[src/rtl/xor_bist_if.sv]
// Bus between the XOR BIST controller and its host/unit-under-test: run control,
// operand drive, result return and status.
interface xor_bist_if #(
  parameter int WIDTH = 32
);
  logic             start;
  logic             abort;
  logic [WIDTH-1:0] op_a;
  logic [WIDTH-1:0] op_b;
  logic [WIDTH-1:0] dut_result;
  logic             busy;
  logic             done;
  logic             pass;
  logic [WIDTH-1:0] signature;
  logic [15:0]      vec_count;
  logic [15:0]      fail_count;

  modport master (
    input  start, abort, dut_result,
    output op_a, op_b, busy, done, pass, signature, vec_count, fail_count
  );

  modport slave (
    output start, abort, dut_result,
    input  op_a, op_b, busy, done, pass, signature, vec_count, fail_count
  );
endinterface

[src/rtl/xor_bist_controller.sv]
// LFSR-driven BIST engine for a two-operand combinational unit, MISR compaction and golden compare.
// Define XOR_BIST_COMPARE_EN to add per-vector checking against op_a ^ op_b (fail_count).
module xor_bist_controller #(
  parameter int               WIDTH         = 32,
  parameter int               NUM_VECTORS   = 256,
  parameter int               SETTLE_CYCLES = 1,
  parameter logic [WIDTH-1:0] SEED_A        = 32'hFFFF_FFFF,
  parameter logic [WIDTH-1:0] SEED_B        = 32'h5555_5555,
  parameter logic [WIDTH-1:0] GOLDEN_SIG    = 32'hAAAA_AAAA
) (
  input  logic       clk,
  input  logic       rst_n,
  xor_bist_if.master bus
);

  // state     | meaning
  // S_IDLE    | waiting for start
  // S_SETTLE  | operands held, settle counter running down
  // S_CAPTURE | fold dut_result into MISR, step LFSRs
  // S_DONE    | run complete, pass valid
  typedef enum logic [1:0] {S_IDLE, S_SETTLE, S_CAPTURE, S_DONE} state_t;

  localparam logic [WIDTH-1:0] POLY       = WIDTH'(32'h8020_0003);
  localparam logic [WIDTH-1:0] ONE        = WIDTH'(1);
  localparam logic [WIDTH-1:0] SEED_A_EFF = (SEED_A == '0) ? ONE : SEED_A;
  localparam logic [WIDTH-1:0] SEED_B_EFF = (SEED_B == '0) ? ONE : SEED_B;
  localparam logic [15:0]      LAST_VEC   = 16'(NUM_VECTORS - 1);
  localparam logic [3:0]       SETTLE_LD  = 4'(SETTLE_CYCLES);

  state_t           state_q, state_nxt;
  logic [3:0]       settle_cnt;
  logic [WIDTH-1:0] op_a_q, op_b_q, sig_q;
  logic [15:0]      vec_count_q;
  logic [15:0]      fail_count_q;
  logic             load_run, do_capture, last_vec;
  logic [WIDTH-1:0] misr_next;

  function automatic logic [WIDTH-1:0] lfsr_step(input logic [WIDTH-1:0] x);
    return (x >> 1) ^ (x[0] ? POLY : '0);
  endfunction

  assign last_vec  = (vec_count_q == LAST_VEC);
  assign misr_next = {sig_q[WIDTH-2:0], ^(sig_q & POLY)} ^ bus.dut_result;

  always_ff @(posedge clk or negedge rst_n) begin
    if (!rst_n) state_q <= S_IDLE;
    else        state_q <= state_nxt;
  end

  // abort overrides everything, including a concurrent start or a pending capture
  always_comb begin
    state_nxt  = state_q;
    load_run   = 1'b0;
    do_capture = 1'b0;
    if (bus.abort) begin
      state_nxt = S_IDLE;
    end else begin
      case (state_q)
        S_IDLE, S_DONE: begin
          if (bus.start) begin
            load_run  = 1'b1;
            state_nxt = S_SETTLE;
          end
        end
        S_SETTLE: begin
          if (settle_cnt <= 4'd1) state_nxt = S_CAPTURE;
        end
        S_CAPTURE: begin
          do_capture = 1'b1;
          state_nxt  = last_vec ? S_DONE : S_SETTLE;
        end
        default: state_nxt = S_IDLE;
      endcase
    end
  end

  always_ff @(posedge clk or negedge rst_n) begin
    if (!rst_n) begin
      op_a_q      <= '0;
      op_b_q      <= '0;
      sig_q       <= '0;
      vec_count_q <= '0;
      settle_cnt  <= '0;
    end else begin
      if (load_run) begin
        op_a_q      <= SEED_A_EFF;
        op_b_q      <= SEED_B_EFF;
        sig_q       <= '0;
        vec_count_q <= '0;
      end else if (do_capture) begin
        sig_q  <= misr_next;
        op_a_q <= lfsr_step(op_a_q);
        op_b_q <= lfsr_step(op_b_q);
        if (vec_count_q != 16'hFFFF) vec_count_q <= vec_count_q + 16'd1;
      end

      if (load_run || (do_capture && !last_vec))
        settle_cnt <= SETTLE_LD;
      else if (state_q == S_SETTLE && settle_cnt != 4'd0)
        settle_cnt <= settle_cnt - 4'd1;
    end
  end

`ifdef XOR_BIST_COMPARE_EN
  always_ff @(posedge clk or negedge rst_n) begin
    if (!rst_n) begin
      fail_count_q <= '0;
    end else if (load_run) begin
      fail_count_q <= '0;
    end else if (do_capture && (bus.dut_result != (op_a_q ^ op_b_q))
                 && fail_count_q != 16'hFFFF) begin
      fail_count_q <= fail_count_q + 16'd1;
    end
  end

  assign bus.pass = (state_q == S_DONE) && (sig_q == GOLDEN_SIG) && (fail_count_q == '0);
`else
  assign fail_count_q = '0;
  assign bus.pass     = (state_q == S_DONE) && (sig_q == GOLDEN_SIG);
`endif

  assign bus.op_a       = op_a_q;
  assign bus.op_b       = op_b_q;
  assign bus.busy       = (state_q == S_SETTLE) || (state_q == S_CAPTURE);
  assign bus.done       = (state_q == S_DONE);
  assign bus.signature  = sig_q;
  assign bus.vec_count  = vec_count_q;
  assign bus.fail_count = fail_count_q;

endmodule

[src/flat_wrapper.sv]
// flat-port wrapper written by rule: the top's interface ports become plain ports
module xor_bist_controller_flat 
#(
  parameter int               WIDTH         = 32,
  parameter int               NUM_VECTORS   = 256,
  parameter int               SETTLE_CYCLES = 1,
  parameter logic [WIDTH-1:0] SEED_A        = 32'hFFFF_FFFF,
  parameter logic [WIDTH-1:0] SEED_B        = 32'h5555_5555,
  parameter logic [WIDTH-1:0] GOLDEN_SIG    = 32'hAAAA_AAAA
)
  (clk, rst_n, bus_start, bus_abort, bus_dut_result, bus_op_a, bus_op_b, bus_busy, bus_done, bus_pass, bus_signature, bus_vec_count, bus_fail_count);
  xor_bist_if #(.WIDTH(WIDTH)) bus_i ();
  input  logic clk;
  input  logic rst_n;
  input wire logic [$bits(bus_i.start)-1:0] bus_start;
  input wire logic [$bits(bus_i.abort)-1:0] bus_abort;
  input wire logic [$bits(bus_i.dut_result)-1:0] bus_dut_result;
  output wire logic [$bits(bus_i.op_a)-1:0] bus_op_a;
  output wire logic [$bits(bus_i.op_b)-1:0] bus_op_b;
  output wire logic [$bits(bus_i.busy)-1:0] bus_busy;
  output wire logic [$bits(bus_i.done)-1:0] bus_done;
  output wire logic [$bits(bus_i.pass)-1:0] bus_pass;
  output wire logic [$bits(bus_i.signature)-1:0] bus_signature;
  output wire logic [$bits(bus_i.vec_count)-1:0] bus_vec_count;
  output wire logic [$bits(bus_i.fail_count)-1:0] bus_fail_count;
  assign bus_i.start = bus_start;
  assign bus_i.abort = bus_abort;
  assign bus_i.dut_result = bus_dut_result;
  assign bus_op_a = bus_i.op_a;
  assign bus_op_b = bus_i.op_b;
  assign bus_busy = bus_i.busy;
  assign bus_done = bus_i.done;
  assign bus_pass = bus_i.pass;
  assign bus_signature = bus_i.signature;
  assign bus_vec_count = bus_i.vec_count;
  assign bus_fail_count = bus_i.fail_count;
  xor_bist_controller #(.WIDTH(WIDTH), .NUM_VECTORS(NUM_VECTORS), .SETTLE_CYCLES(SETTLE_CYCLES), .SEED_A(SEED_A), .SEED_B(SEED_B), .GOLDEN_SIG(GOLDEN_SIG)) u_core (.clk(clk), .rst_n(rst_n), .bus(bus_i));
endmodule
[config.mk]
export PLATFORM = sky130hd
export DESIGN_NAME = xor_bist_controller_flat
export DESIGN_NICKNAME = d
export VERILOG_FILES = /design/src/rtl/xor_bist_if.sv /design/src/rtl/xor_bist_controller.sv /design/src/flat_wrapper.sv
export SDC_FILE = /design/constraint.sdc
export NUM_CORES = 1
export LEC_CHECK = 0
export ABC_CLOCK_PERIOD_IN_PS = 5400
export BUFFER_PORTS_ARGS = -buffer_cell sky130_fd_sc_hd__buf_2
export CORE_MARGIN = 4
export CORE_UTILIZATION = 55
export CTS_CLUSTER_DIAMETER = 100
export DETAILED_ROUTE_END_ITERATION = 6
export PLACE_DENSITY = 0.95
export SYNTH_ARGS = -nofsm -noshare
export SYNTH_HDL_FRONTEND = slang
export SYNTH_SLANG_ARGS = --single-unit
[constraint.sdc]
create_clock -name clk -period 5.4 [get_ports clk]
set_input_delay 0.27 -clock clk [delete_from_list [all_inputs] [get_ports clk]]
set_output_delay 0.27 -clock clk [all_outputs]
set_load 0.02 [all_outputs]
# Word-level counts from Yosys, hierarchy flattened
# Index checks and enable logic that the tools add are counted.
dict set report op_classes {
  reduce_logical 15
  mux 23
  bitwise 3
  magnitude_cmp 1
  n_addsub 2
  eq_ne 8
}
# operator n
set op_table {}
lappend op_table {{$mux 32} 8}
lappend op_table {{$xor 31x32->32} 2}
lappend op_table {{$mux 16} 3}
lappend op_table {{$eq 32x32->1 const B} 1}
lappend op_table {{$reduce_xor 32->1} 1}
lappend op_table {{$xor 32x32->32} 1}
lappend op_table {{$add 16x1->16 const B} 1}
lappend op_table {{$eq 16x8->1 const B} 1}
lappend op_table {{$ne 16x16->1 const B} 1}
lappend op_table {{$mux 2} 4}
lappend op_table {{$mux 4} 2}
lappend op_table {{$pmux 2 s3} 1}
lappend op_table {{$reduce_bool 2->1} 3}
lappend op_table {{$mux 1} 5}
lappend op_table {{$eq 2x2->1 const B} 2}
lappend op_table {{$le 4x1->1 const B} 1}
lappend op_table {{$reduce_and 2->1} 2}
lappend op_table {{$reduce_bool 4->1} 1}
lappend op_table {{$sub 4x1->4 const B} 1}
lappend op_table {{$logic_and 1x1->1} 3}
lappend op_table {{$ne 3x2->1 const B} 1}
lappend op_table {{$ne 3x3->1 const B} 1}
lappend op_table {{$eq 2x1->1 const B} 1}
lappend op_table {{$logic_not 2->1} 1}
lappend op_table {{other kinds (3)} 4}
dict set report word_totals {
  input_bits 36
  output_inout_bits 131
  wordCells 58
  regBits 118
}

# Depth between registers and ports, before layout
dict set report depth {
  word_depth 6
  ltp_mapped 8
  mapped_depth_nobuf 6
}

# Least setup slack after synthesis
# Ideal clock, no wire load.
dict set report synth_timing {
  kind {register to register}
  from {reg u_core.state_q[0]}
  to {reg u_core.vec_count_q[9], in the netlist u_core.bus.vec_count[9]}
  setup_slack_ns 3.516
  n_path_buf 1
  setup_ns 0.070
  required_ns 5.330
  arrival_ns 1.814
  stages_incl_launch_ff 8
  period_less_slack_ns 1.884
  path_cell_list {dfrtp_1 -> inv_1 -> ha_1 -> and2_1 -> nand2b_1 -> buf_2 -> or4_1 -> nand3_1}
}
dict set report synth_between {
  elab_chain_len 6
  elab_cells_between_ends 12
  classes_between {eq/ne (2); mux (5); reduce/logical (5)}
}
# element line
set synth_lines {}
lappend synth_lines {{start, declared} xor_bist_controller.sv:30} ;# state_t state_q, state_nxt;
lappend synth_lines {{start signal, assigned} xor_bist_controller.sv:47} ;# else state_q <= state_nxt;
lappend synth_lines {{$eq 2x2->1 / $logic_not 2->1 (equally long branches)} xor_bist_controller.sv:58} ;# case (state_q)
lappend synth_lines {{$reduce_or 2->1} xor_bist_controller.sv:58}
lappend synth_lines {{$mux 1} xor_bist_controller.sv:58}
lappend synth_lines {{$mux 1} xor_bist_controller.sv:55} ;# if (bus.abort) begin
lappend synth_lines {{$reduce_bool 2->1 (no line)} --}
lappend synth_lines {{$reduce_and 2->1 (no line)} --}
lappend synth_lines {{end signal, assigned} xor_bist_controller.sv:94} ;# if (vec_count_q != 16'hFFFF) vec_count_q <= vec_count_q + 16'd1;
lappend synth_lines {{end, declared} xor_bist_controller.sv:33} ;# logic [15:0] vec_count_q;
# Parallel ways exist; a longest one is shown, timed or not.
# A chain may end at the register's enable or synchronous reset.

# Worst setup path after layout
dict set report layout_timing {
  from {reg u_core.state_q[0]}
  to {reg u_core.vec_count_q[2], in the netlist u_core.bus.vec_count[2]}
}
# Same word-level chain as after synthesis.

==> flow_metrics.py <==
metrics = {
    "yosys": {
        "synth_top_area_share_pct": 54.6,
        "synth_seq_cells": 118,
        "synth_area_mm2": 0.00541,
        "synthTopCellsByArea": "dfrtp_1 55%, o22a_1 7.0%, xnor2_1 6.2%, o21ai_0 3.7%, nand2_1 3.1%",
        "synth_edf_count": 0,
        "synth_commonest_cells": "118 x dfrtp_1, 45 x nand2_1, 43 x o22a_1, 40 x o21ai_0, 38 x xnor2_1",
        "synth_cell_types": 56,
        "ys.flop_type": "dfrtp_1",
        "synth_most_common_cell": "dfrtp_1",
        "yosys.area.top_type": "dfrtp_1",
        "synth_cells": 483,
        "async_flop_share_pct": 100,
        "seq_area_frac_synth_pct": 54.6,
        "synth-warning-count": 0,
        "synth.avg_cell_area_um2": 11.2,
    },
    "worst_hold_path": {
        "hp-start": "bus_dut_result[17]",
        "hold_class": "primary input to flip-flop",
    },
    "floorplan": {
        "core_area_mm2": 0.00942,
        "initial_core_util_pct": 57.4,
        "io_pins": 167,
        "die_area_mm2": 0.0115,
        "die_h_um": 107,
        "rows": 35,
        "die_w_um": 107,
    },
    "timing": {
        "fin_skew_ns": 0.0111,
        "max_freq_mhz": 374,
        "max_slew_margin_pct": 22.6,
        "worstMarginPinSlew_ns": 1.16,
        "tns_ns": 0,
        "setup_viol": 0,
        "period_needed_ns": 2.67,
        "slew_viol_final": 0,
        "hold_viol": 0,
        "post-route-period-util_pct": 49.5,
        "rsz0062_at_grt": "no",
    },
    "global_routing": {
        "grt_max_degree": 71,
        "gr-total-overflow": 0,
        "grt_usage_pct": 24.7,
        "grt_pass1_vias": 4303,
        "antenna_found_initial": 0,
        "grt_pass1_wl_um": 22300,
    },
    "drt": {
        "detail-route-antenna-nets": 0,
        "wire_per_inst_um": 18.3,
        "dr_total_vias": 4510,
        "drt-total-wl_um": 14100,
        "drt_iter0_drc": 479,
        "drc": 0,
        "drt-pass1-iter-count": 7,
        "routed_via_density": 5.86,
    },
    "power": {
        "p_sw_share_pct": 35.1,
        "internal-power_mw": 2.02,
        "comb_power_share_pct": 26.4,
        "power.net_switching_mw": 1.09,
        "peakVddDrop_uv": 345,
        "power_frac_seq_pct": 38.9,
        "clkPwrFrac_pct": 34.7,
        "power_mw": 3.11,
        "cellPowerDensity_mw_per_mm2": 461,
        "static-leakage-power_nw": 3.03,
    },
    "clock_tree": {
        "cts-root-buf": "clkbuf_8",
        "postCtsHoldBufs": 1,
        "cts-buffers-inserted": 17,
        "cts_setup_buffers": 0,
        "cts_resized": 0,
        "cts_tree": "yes",
        "h-tree-depth": 4,
        "worstSkewPairLatency_ns": 0.52,
        "cts_buffer_depth": 2,
        "cts.sinks": 118,
        "clk_pin_slew_worst_paths_ns": 0.06,
    },
    "placed_design": {
        "io_buffers": 150,
        "hpwl_um": 9470,
        "gp_congestion": 0.920,
        "dp.cells": 738,
    },
    "critical_path": {
        "critPathMaxStageDelay_ns": 0.84,
        "path_delay_family": "simple AND/OR/NAND/NOR gates",
        "crit_arrival_ns": 3.11,
        "crit_path_end_kind": "flip-flop",
        "worstPathRequired_ns": 5.84,
        "regToRegSetupSlack_ns": 2.73,
        "cp_max_fo": 26,
        "r2r_start": "u_core.state_q[0]",
        "startpoint_type": "flip-flop",
        "path_class": "flip-flop to flip-flop",
        "cpMaxStageDelayCell": "nor2_2",
        "crit_path_start": "u_core.state_q[0]",
        "crit_chain": "inv_1 > ha_1 > and2_1 > nor2_2 > o21ai_0 > o22ai_1",
        "critPathBufInv": 1,
    },
    "layout": {
        "final-seq-area_mm2": 0.00295,
        "multi_input_area_mm2": 0.00227,
        "layout.nets": 674,
        "area_delta_synth_final_pct": 25.0,
        "diodes": 0,
        "nFillCells": 654,
        "drive_gt1_share_pct": 30.9,
        "stdcell_count": 770,
    },
    "outcome": {
        "status": "finished, final reports clean",
    },
    "run": {
        "drv_cap": 0,
    },
}
==> flip-flops by register name (all words and copies together), names as in the netlist <==
name and count:
u_core.bus.op_a 32, u_core.bus.signature 32, u_core.bus.op_b 32, u_core.bus.vec_count 16, u_core.state_q 2, u_core.settle_cnt 4
==> final cells by class <==
cell class,count,share of cell area (%)
clock buffers,19,6.53
clock inverters,12,1.89
inverters,9,0.500
multi-input cells,330,33.5
flip-flops and latches,118,43.7
well taps,129,2.39
repair buffers,153,11.5
==> cells by family (layout without fill, tap and decap cells) <==
kind of cell,after synthesis,in the layout,share of synthesized area [%]
buf+inv,50,193,4.79
flops,118,118,54.6
simple gates,118,118,12.0
mux,2,2,0.370
fa+ha+maj,9,9,2.08
other cells,1,16,0.0693
compound gates,144,144,19.4
xor+xnor,41,41,6.64
==> path summary, 6_finish.rpt <==
check / endpoint / cells after the start
setup / recovery: u_core.bus.vec_count[2] / 6
hold reg to reg: u_core.bus.op_a[4] / 1
setup reg to reg: u_core.bus.vec_count[2] / 6
hold / removal: u_core.bus.signature[17] / 3
min in group asynchronous: u_core.bus.signature[31] / 2
max in group asynchronous: u_core.bus.op_b[2] / 3
==> power groups by stage <==
stage | sequential, mW | clock [mW] | combinational (mW)
after floorplan | 1.35 | 0 | 0.395
after global placement | 1.20 | 0 | 0.790
after detailed placement | 1.21 | 0 | 0.821
after CTS | 1.20 | 1.09 | 0.831
after global routing | 1.23 | 1.14 | 0.893
final | 1.21 | 1.08 | 0.823
==> routing by layer <==
layer  global-route usage, %  wire [um]  part of all wire, %  up-vias
li1                        -          -                    -     2022
met4                    10.1        295                  2.1        0
met3                    5.24       1120                  8.0       34
met1                    33.0       5750                   41     2220
met2                    39.4       6880                   49      234
met5                       0          0                    0        -
==> per-stage QoR <==
step | cell area (um2) | utilization [%] | setup WS, ns | hold WS (ns)
final | 6760 | 71.8 | 2.73 | 0.0451
after global routing | 6760 | 71.8 | 2.50 | 0.0339
after floorplan | 5470 | - | 3.52 | -0.0256
after global placement | 6180 | 65.7 | 2.90 | 0.308
after detailed placement | 6180 | 65.7 | 2.77 | 0.314
after CTS | 6760 | 71.8 | 2.77 | 0.0300
==> cell usage in the layout, fill, tap and decap left out, types with 3 or more instances in the layout <==
master | synthesis | final
nor3_1 | 5 | 5
a211oi_1 | 4 | 4
conb_1 | 1 | 16
xor2_1 | 3 | 3
clkinv_2 | 0 | 4
a22o_1 | 17 | 17
o22ai_1 | 3 | 3
clkbuf_16 | 0 | 16
o21ai_0 | 40 | 40
nand3_1 | 10 | 10
a21oi_1 | 11 | 11
clkbuf_8 | 0 | 3
o211ai_1 | 6 | 6
o22a_1 | 43 | 43
buf_4 | 16 | 3
nor2_1 | 14 | 12
buf_2 | 9 | 149
dfrtp_1 | 118 | 118
nor4bb_1 | 7 | 7
nand2_1 | 45 | 45
clkinvlp_4 | 0 | 4
nand4_1 | 5 | 5
and3_1 | 6 | 6
xnor2_1 | 38 | 38
inv_1 | 9 | 9
ha_1 | 9 | 9
and2_1 | 3 | 3
==> worst min-delay path: stages <==
cell     delay [ns]
buf_2          0.08
xnor2_1        0.10
o21ai_0        0.07
(Power assumes the default switching activity.)
